File: config.mk
export PLATFORM = sky130hd
export DESIGN_NAME = i2s_tx
export DESIGN_NICKNAME = d
export VERILOG_FILES = /design/src/rtl/i2s_tx.sv
export SDC_FILE = /design/constraint.sdc
export NUM_CORES = 1
export LEC_CHECK = 0
export ABC_CLOCK_PERIOD_IN_PS = 6100
export CAP_MARGIN = 5
export CORE_MARGIN = 5
export CORE_UTILIZATION = 45
export DETAILED_ROUTE_END_ITERATION = 8
export DONT_BUFFER_PORTS = 1
export GPL_TIMING_DRIVEN = 0
export PLACE_DENSITY_LB_ADDON = 0.2
export SLEW_MARGIN = 5
export SYNTH_ARGS = -nofsm -noshare
export SYNTH_HDL_FRONTEND = slang
export SYNTH_SLANG_ARGS = --single-unit
File: constraint.sdc
create_clock -name clk -period 6.1 [get_ports clk]
set_clock_uncertainty 0.15 [all_clocks]
set_input_delay 1.22 -clock clk [delete_from_list [all_inputs] [get_ports clk]]
set_output_delay 1.22 -clock clk [all_outputs]
set_load 0.02 [all_outputs]
File: src/rtl/i2s_tx.sv
// I2S (Philips timing) transmitter: 32-bit slots, 64 BCLKs per frame, one-pair holding register.
// Optional I2S_TX_REPEAT_EN: an underrun frame resends the last loaded pair instead of zeros.
module i2s_tx #(
  parameter int unsigned CLK_DIV   = 4,
  parameter int unsigned DATA_SIZE = 24
) (
  input  logic                 clk,
  input  logic                 rst_n,
  input  logic [DATA_SIZE-1:0] s_left,
  input  logic [DATA_SIZE-1:0] s_right,
  input  logic                 s_valid,
  output logic                 s_ready,
  output logic                 i2s_clk,
  output logic                 i2s_ws,
  output logic                 i2s_sd,
  output logic                 frame_start,
  output logic                 underrun,
  output logic [15:0]          underrun_count
);

  localparam int unsigned     DivW    = $clog2(CLK_DIV);
  localparam logic [DivW-1:0] DivLast = DivW'(CLK_DIV - 1);

  logic [DivW-1:0]      div_q;
  logic [5:0]           pos_q;
  logic                 bclk_q;
  logic                 ws_q;
  logic                 sd_q;
  logic                 hold_empty_q;
  logic                 consumed_q;
  logic                 frame_start_q;
  logic                 underrun_q;
  logic [15:0]          ucnt_q;
  logic [DATA_SIZE-1:0] hold_l_q;
  logic [DATA_SIZE-1:0] hold_r_q;
  logic [63:0]          shift_q;

  logic        div_wrap;
  logic        fall;
  logic        accept;
  logic [5:0]  pos_next;
  logic [31:0] slot_l;
  logic [31:0] slot_r;
  logic [63:0] hold_frame;
  logic [63:0] empty_frame;

  assign div_wrap = (div_q == DivLast);
  assign fall     = div_wrap & bclk_q;
  assign accept   = s_valid & hold_empty_q;
  assign pos_next = pos_q + 6'd1;

  // Left-justify each sample in its 32-bit slot; unused LSBs stay zero.
  always_comb begin
    slot_l = '0;
    slot_r = '0;
    slot_l[31 -: DATA_SIZE] = hold_l_q;
    slot_r[31 -: DATA_SIZE] = hold_r_q;
  end

  assign hold_frame = {slot_l, slot_r};

`ifdef I2S_TX_REPEAT_EN
  logic [63:0] last_q;

  always_ff @(posedge clk or negedge rst_n) begin
    if (!rst_n) begin
      last_q <= '0;
    end else if (fall && pos_q == 6'd63 && !hold_empty_q) begin
      last_q <= hold_frame;
    end
  end

  assign empty_frame = last_q;
`else
  assign empty_frame = '0;
`endif

  always_ff @(posedge clk or negedge rst_n) begin
    if (!rst_n) begin
      div_q         <= '0;
      pos_q         <= 6'd63;
      bclk_q        <= 1'b0;
      ws_q          <= 1'b1;
      sd_q          <= 1'b0;
      hold_empty_q  <= 1'b1;
      consumed_q    <= 1'b0;
      frame_start_q <= 1'b0;
      underrun_q    <= 1'b0;
      ucnt_q        <= '0;
      hold_l_q      <= '0;
      hold_r_q      <= '0;
      shift_q       <= '0;
    end else begin
      frame_start_q <= 1'b0;
      underrun_q    <= 1'b0;
      consumed_q    <= 1'b0;
      div_q         <= div_wrap ? '0 : div_q + 1'b1;
      if (div_wrap) begin
        bclk_q <= ~bclk_q;
      end

      // The holding register frees one cycle after the load that consumed it.
      if (consumed_q) begin
        hold_empty_q <= 1'b1;
      end
      if (accept) begin
        hold_l_q     <= s_left;
        hold_r_q     <= s_right;
        hold_empty_q <= 1'b0;
      end

      if (fall) begin
        pos_q <= pos_next;
        ws_q  <= pos_next[5];
        sd_q  <= shift_q[63];
        if (pos_q == 6'd63) begin
          frame_start_q <= 1'b1;
          if (hold_empty_q) begin
            // A same-cycle accept only fills the holding register for the next frame.
            shift_q    <= empty_frame;
            underrun_q <= 1'b1;
            if (ucnt_q != 16'hFFFF) begin
              ucnt_q <= ucnt_q + 16'd1;
            end
          end else begin
            shift_q    <= hold_frame;
            consumed_q <= 1'b1;
          end
        end else begin
          shift_q <= {shift_q[62:0], 1'b0};
        end
      end
    end
  end

  assign s_ready        = hold_empty_q;
  assign i2s_clk        = bclk_q;
  assign i2s_ws         = ws_q;
  assign i2s_sd         = sd_q;
  assign frame_start    = frame_start_q;
  assign underrun       = underrun_q;
  assign underrun_count = ucnt_q;

endmodule

==> impl_metrics.toml <==
[status]
outcome = "complete, no violations"

[min_path]
hold_depth = 1
hold_path.class = "flop to flop"
hold_path_startpoint = "div_q[0]$_DFF_PN0_"
hold-path-endpoint = "div_q[0]$_DFF_PN0_"

[cts]
post_cts_buffers = 0
path_clk_slew_ns = 0.06
cts_buffer_depth = 2
cts_tree = "yes"
clock_sink_count = 134
cts_root_buf = "clkbuf_16"
cts_resized = 0
cts_hold_buf = 0
cts_made_buffers = 17
clock_latency_ns = 0.42
ctsHtreeMaxLevel = 4

[timing]
finalSetupViolCount = 0
finalCritPeriodShare_pct = 41.32
finalMaxSlewViolations = 0
tns_ns = 0
grt_setup_unrepaired = "no"
max_freq_mhz = 396.7
setup_ws_ns = 3.579
worst_slew_pin_slew_ns = 0.6274
hold_viol_final = 0
period_minus_slack_ns = 2.521
slew_headroom_pct = 58.17

[critical_path]
crit_path_end_kind = "output pin"
crit_type = "flop to output pin"
required_ns = 4.73
r2r_slack_ns = 3.64
cp.arrival_ns = 1.15
r2r-end = "shift_q[17]$_DFFE_PN0P_"
start_kind = "flop"
cp_max_fo = 9
timing.rr.start = "div_q[0]$_DFF_PN0_"
ff2ff_path_depth = 6

[routing]
drt-initial-drc-count = 273
vias = 3848
viasPerCell = 5.293
routedWlPerCell_um = 16.18
wl_um = 11770
drc = 0
drtAntennaViolNets = 0
dr.pass1.iters = 4

[grt]
grt_start_max_net_pins = 135
grt_pass1_wl_um = 19980
grt_antenna_before_repair = 1
grt_use_total_pct = 17.02
grt_pass1_vias = 3986
overflow = 0

[die]
die-area_um2 = 15160
start_util_pct = 45.81
rows = 41
fp.dieW_um = 123.1
die_h_um = 123.1
core_um2 = 12570
pin_count = 73

[layout]
nets = 596
diodes = 0
fill_cells = 1140
syn2layout_area_growth_pct = 13.06
fin_util_pct = 51.80
drive_gt1_share_pct = 17.12

[placement]
place_ws_ns = 3.180
place_hpwl_um = 7856
routabilityCongestion = 0.7754
io_buffers = 0

[logic_synthesis]
syn_inst = 523
synthTopCellsByCount = "dfrtp_1, nand2_1, nor2_1"
synthesis.area_um2 = 5758
synth_most_common_cell = "dfrtp_1"
ys_top_cells_by_area = "dfrtp_1, mux2_2, nand3b_1, nand2_1, a31oi_1"
synth_nets = 577
synth_edf_count = 0
synth.yosys.seq_area_share_pct = 58.39
synth_top_cell_by_area = "dfrtp_1"
synth.top_cell.area_share_pct = 55.19
ys.flop_type = "dfrtp_1"
async_reset_ff_share_pct = 100.0
ys_seq_elements = 134
yosysUniqueCellTypes = 29
synth.avg_cell_area_um2 = 11.01
yosys_warnings = 0

[job]
drv_cap = 0

[pwr]
p_per_area_nw_per_um2 = 293.0
power.leakage_nw = 2.812
ir_drop_uv = 161.9
==> stage by stage <==
stage          cells  area, um^2  hold slack [ns]   power, W
3_3_place_gp     695        5973           0.2636  0.0009949
6_report         727        6510           0.2831   0.001907
5_1_grt          727        6510           0.2994   0.001980
2_1_floorplan    523        5758           0.2531  0.0009864
4_1_cts          727        6510           0.2827   0.001928
3_5_place_dp     695        5973           0.2742  0.0009985
==> logic make-up after synthesis <==
kind of cell / count (synthesis) / synth area share (%)
AND/OR/NAND/NOR: 220 / 19.25
XOR/XNOR: 21 / 3.194
AO/OA/AOI/OAI: 56 / 5.889
flip-flops: 134 / 58.39
buffers and inverters: 39 / 2.868
multiplexers: 50 / 9.757
adder cells (fa/ha/maj): 3 / 0.6520
==> cells in the final DEF (no fill, tap or decap), types with 2 or more instances in the layout <==
cell type / count
dfstp_2: 7
a31oi_1: 47
nor2_1: 53
nor3_1: 8
nor4_1: 5
dfrtp_1: 127
nand3b_1: 48
clkbuf_8: 5
clkinv_2: 4
o21ai_0: 9
inv_1: 3
nor3b_1: 3
mux2_2: 49
clkbuf_16: 17
ha_1: 3
nand3_1: 4
and4_1: 2
nand4_1: 10
xor2_1: 16
nand2_1: 79
xnor2_1: 5
buf_2: 9
clkbuf_1: 31
and2_1: 3
==> sequential cells by signal, summed over array words and instances, names as in the netlist <==
name and count:
i2s_sd 1, frame_start 1, s_ready 1, consumed_q 1
underrun 1, hold_r_q 24, pos_q 6, hold_l_q 24
shift_q 56, i2s_clk 1, underrun_count 16, div_q 2
==> report_power, final <==
group,total [W],switching (W),leakage [nW],internal (W)
clock network,0.000926,0.000355,0.268,0.000571
registers,0.000948,0.0000206,1.77,0.000927
logic,0.0000340,0.00000792,0.776,0.0000261
total,0.00191,0.000383,2.81,0.00152
==> layer usage <==
metal / share of wire, % / vias up / wire (um) / global-route usage (%)
met3: 6.0 / 15 / 711 / 6.587
li1: - / 1859 / - / -
met5: 0.093 / - / 11 / 0
met2: 48 / 86 / 5702 / 26.96
met1: 44 / 1886 / 5190 / 21.73
met4: 1.3 / 2 / 148 / 5.190
==> worst max-delay path by stage <==
stage                              startpoint                       to  slack, ns  depth (start not counted)
after floorplan                       s_valid  hold_l_q[0]$_DFFE_PN0P_       3.60                          4
after global placement                s_valid  hold_r_q[9]$_DFFE_PN0P_       3.20                          4
after detailed placement              s_valid  hold_r_q[8]$_DFFE_PN0P_       3.18                          4
after CTS                 s_ready$_DFFE_PN1P_                  s_ready       3.56                          0
after global routing       div_q[0]$_DFF_PN0_  shift_q[47]$_DFFE_PN0P_       3.41                          6
final                     s_ready$_DFFE_PN1P_                  s_ready       3.58                          0
==> final cells by class <==
class	count	area [um^2]	area share [%]
Tap cell	172	215.2	3.306
Clock buffer	28	516.7	7.938
Sequential cell	134	3362	51.64
Buffer	36	153.9	2.364
Inverter	3	11.26	0.1730
Multi-Input combinational cell	350	2231	34.27
Clock inverter	4	20.02	0.3075
(Power assumes the default switching activity.)
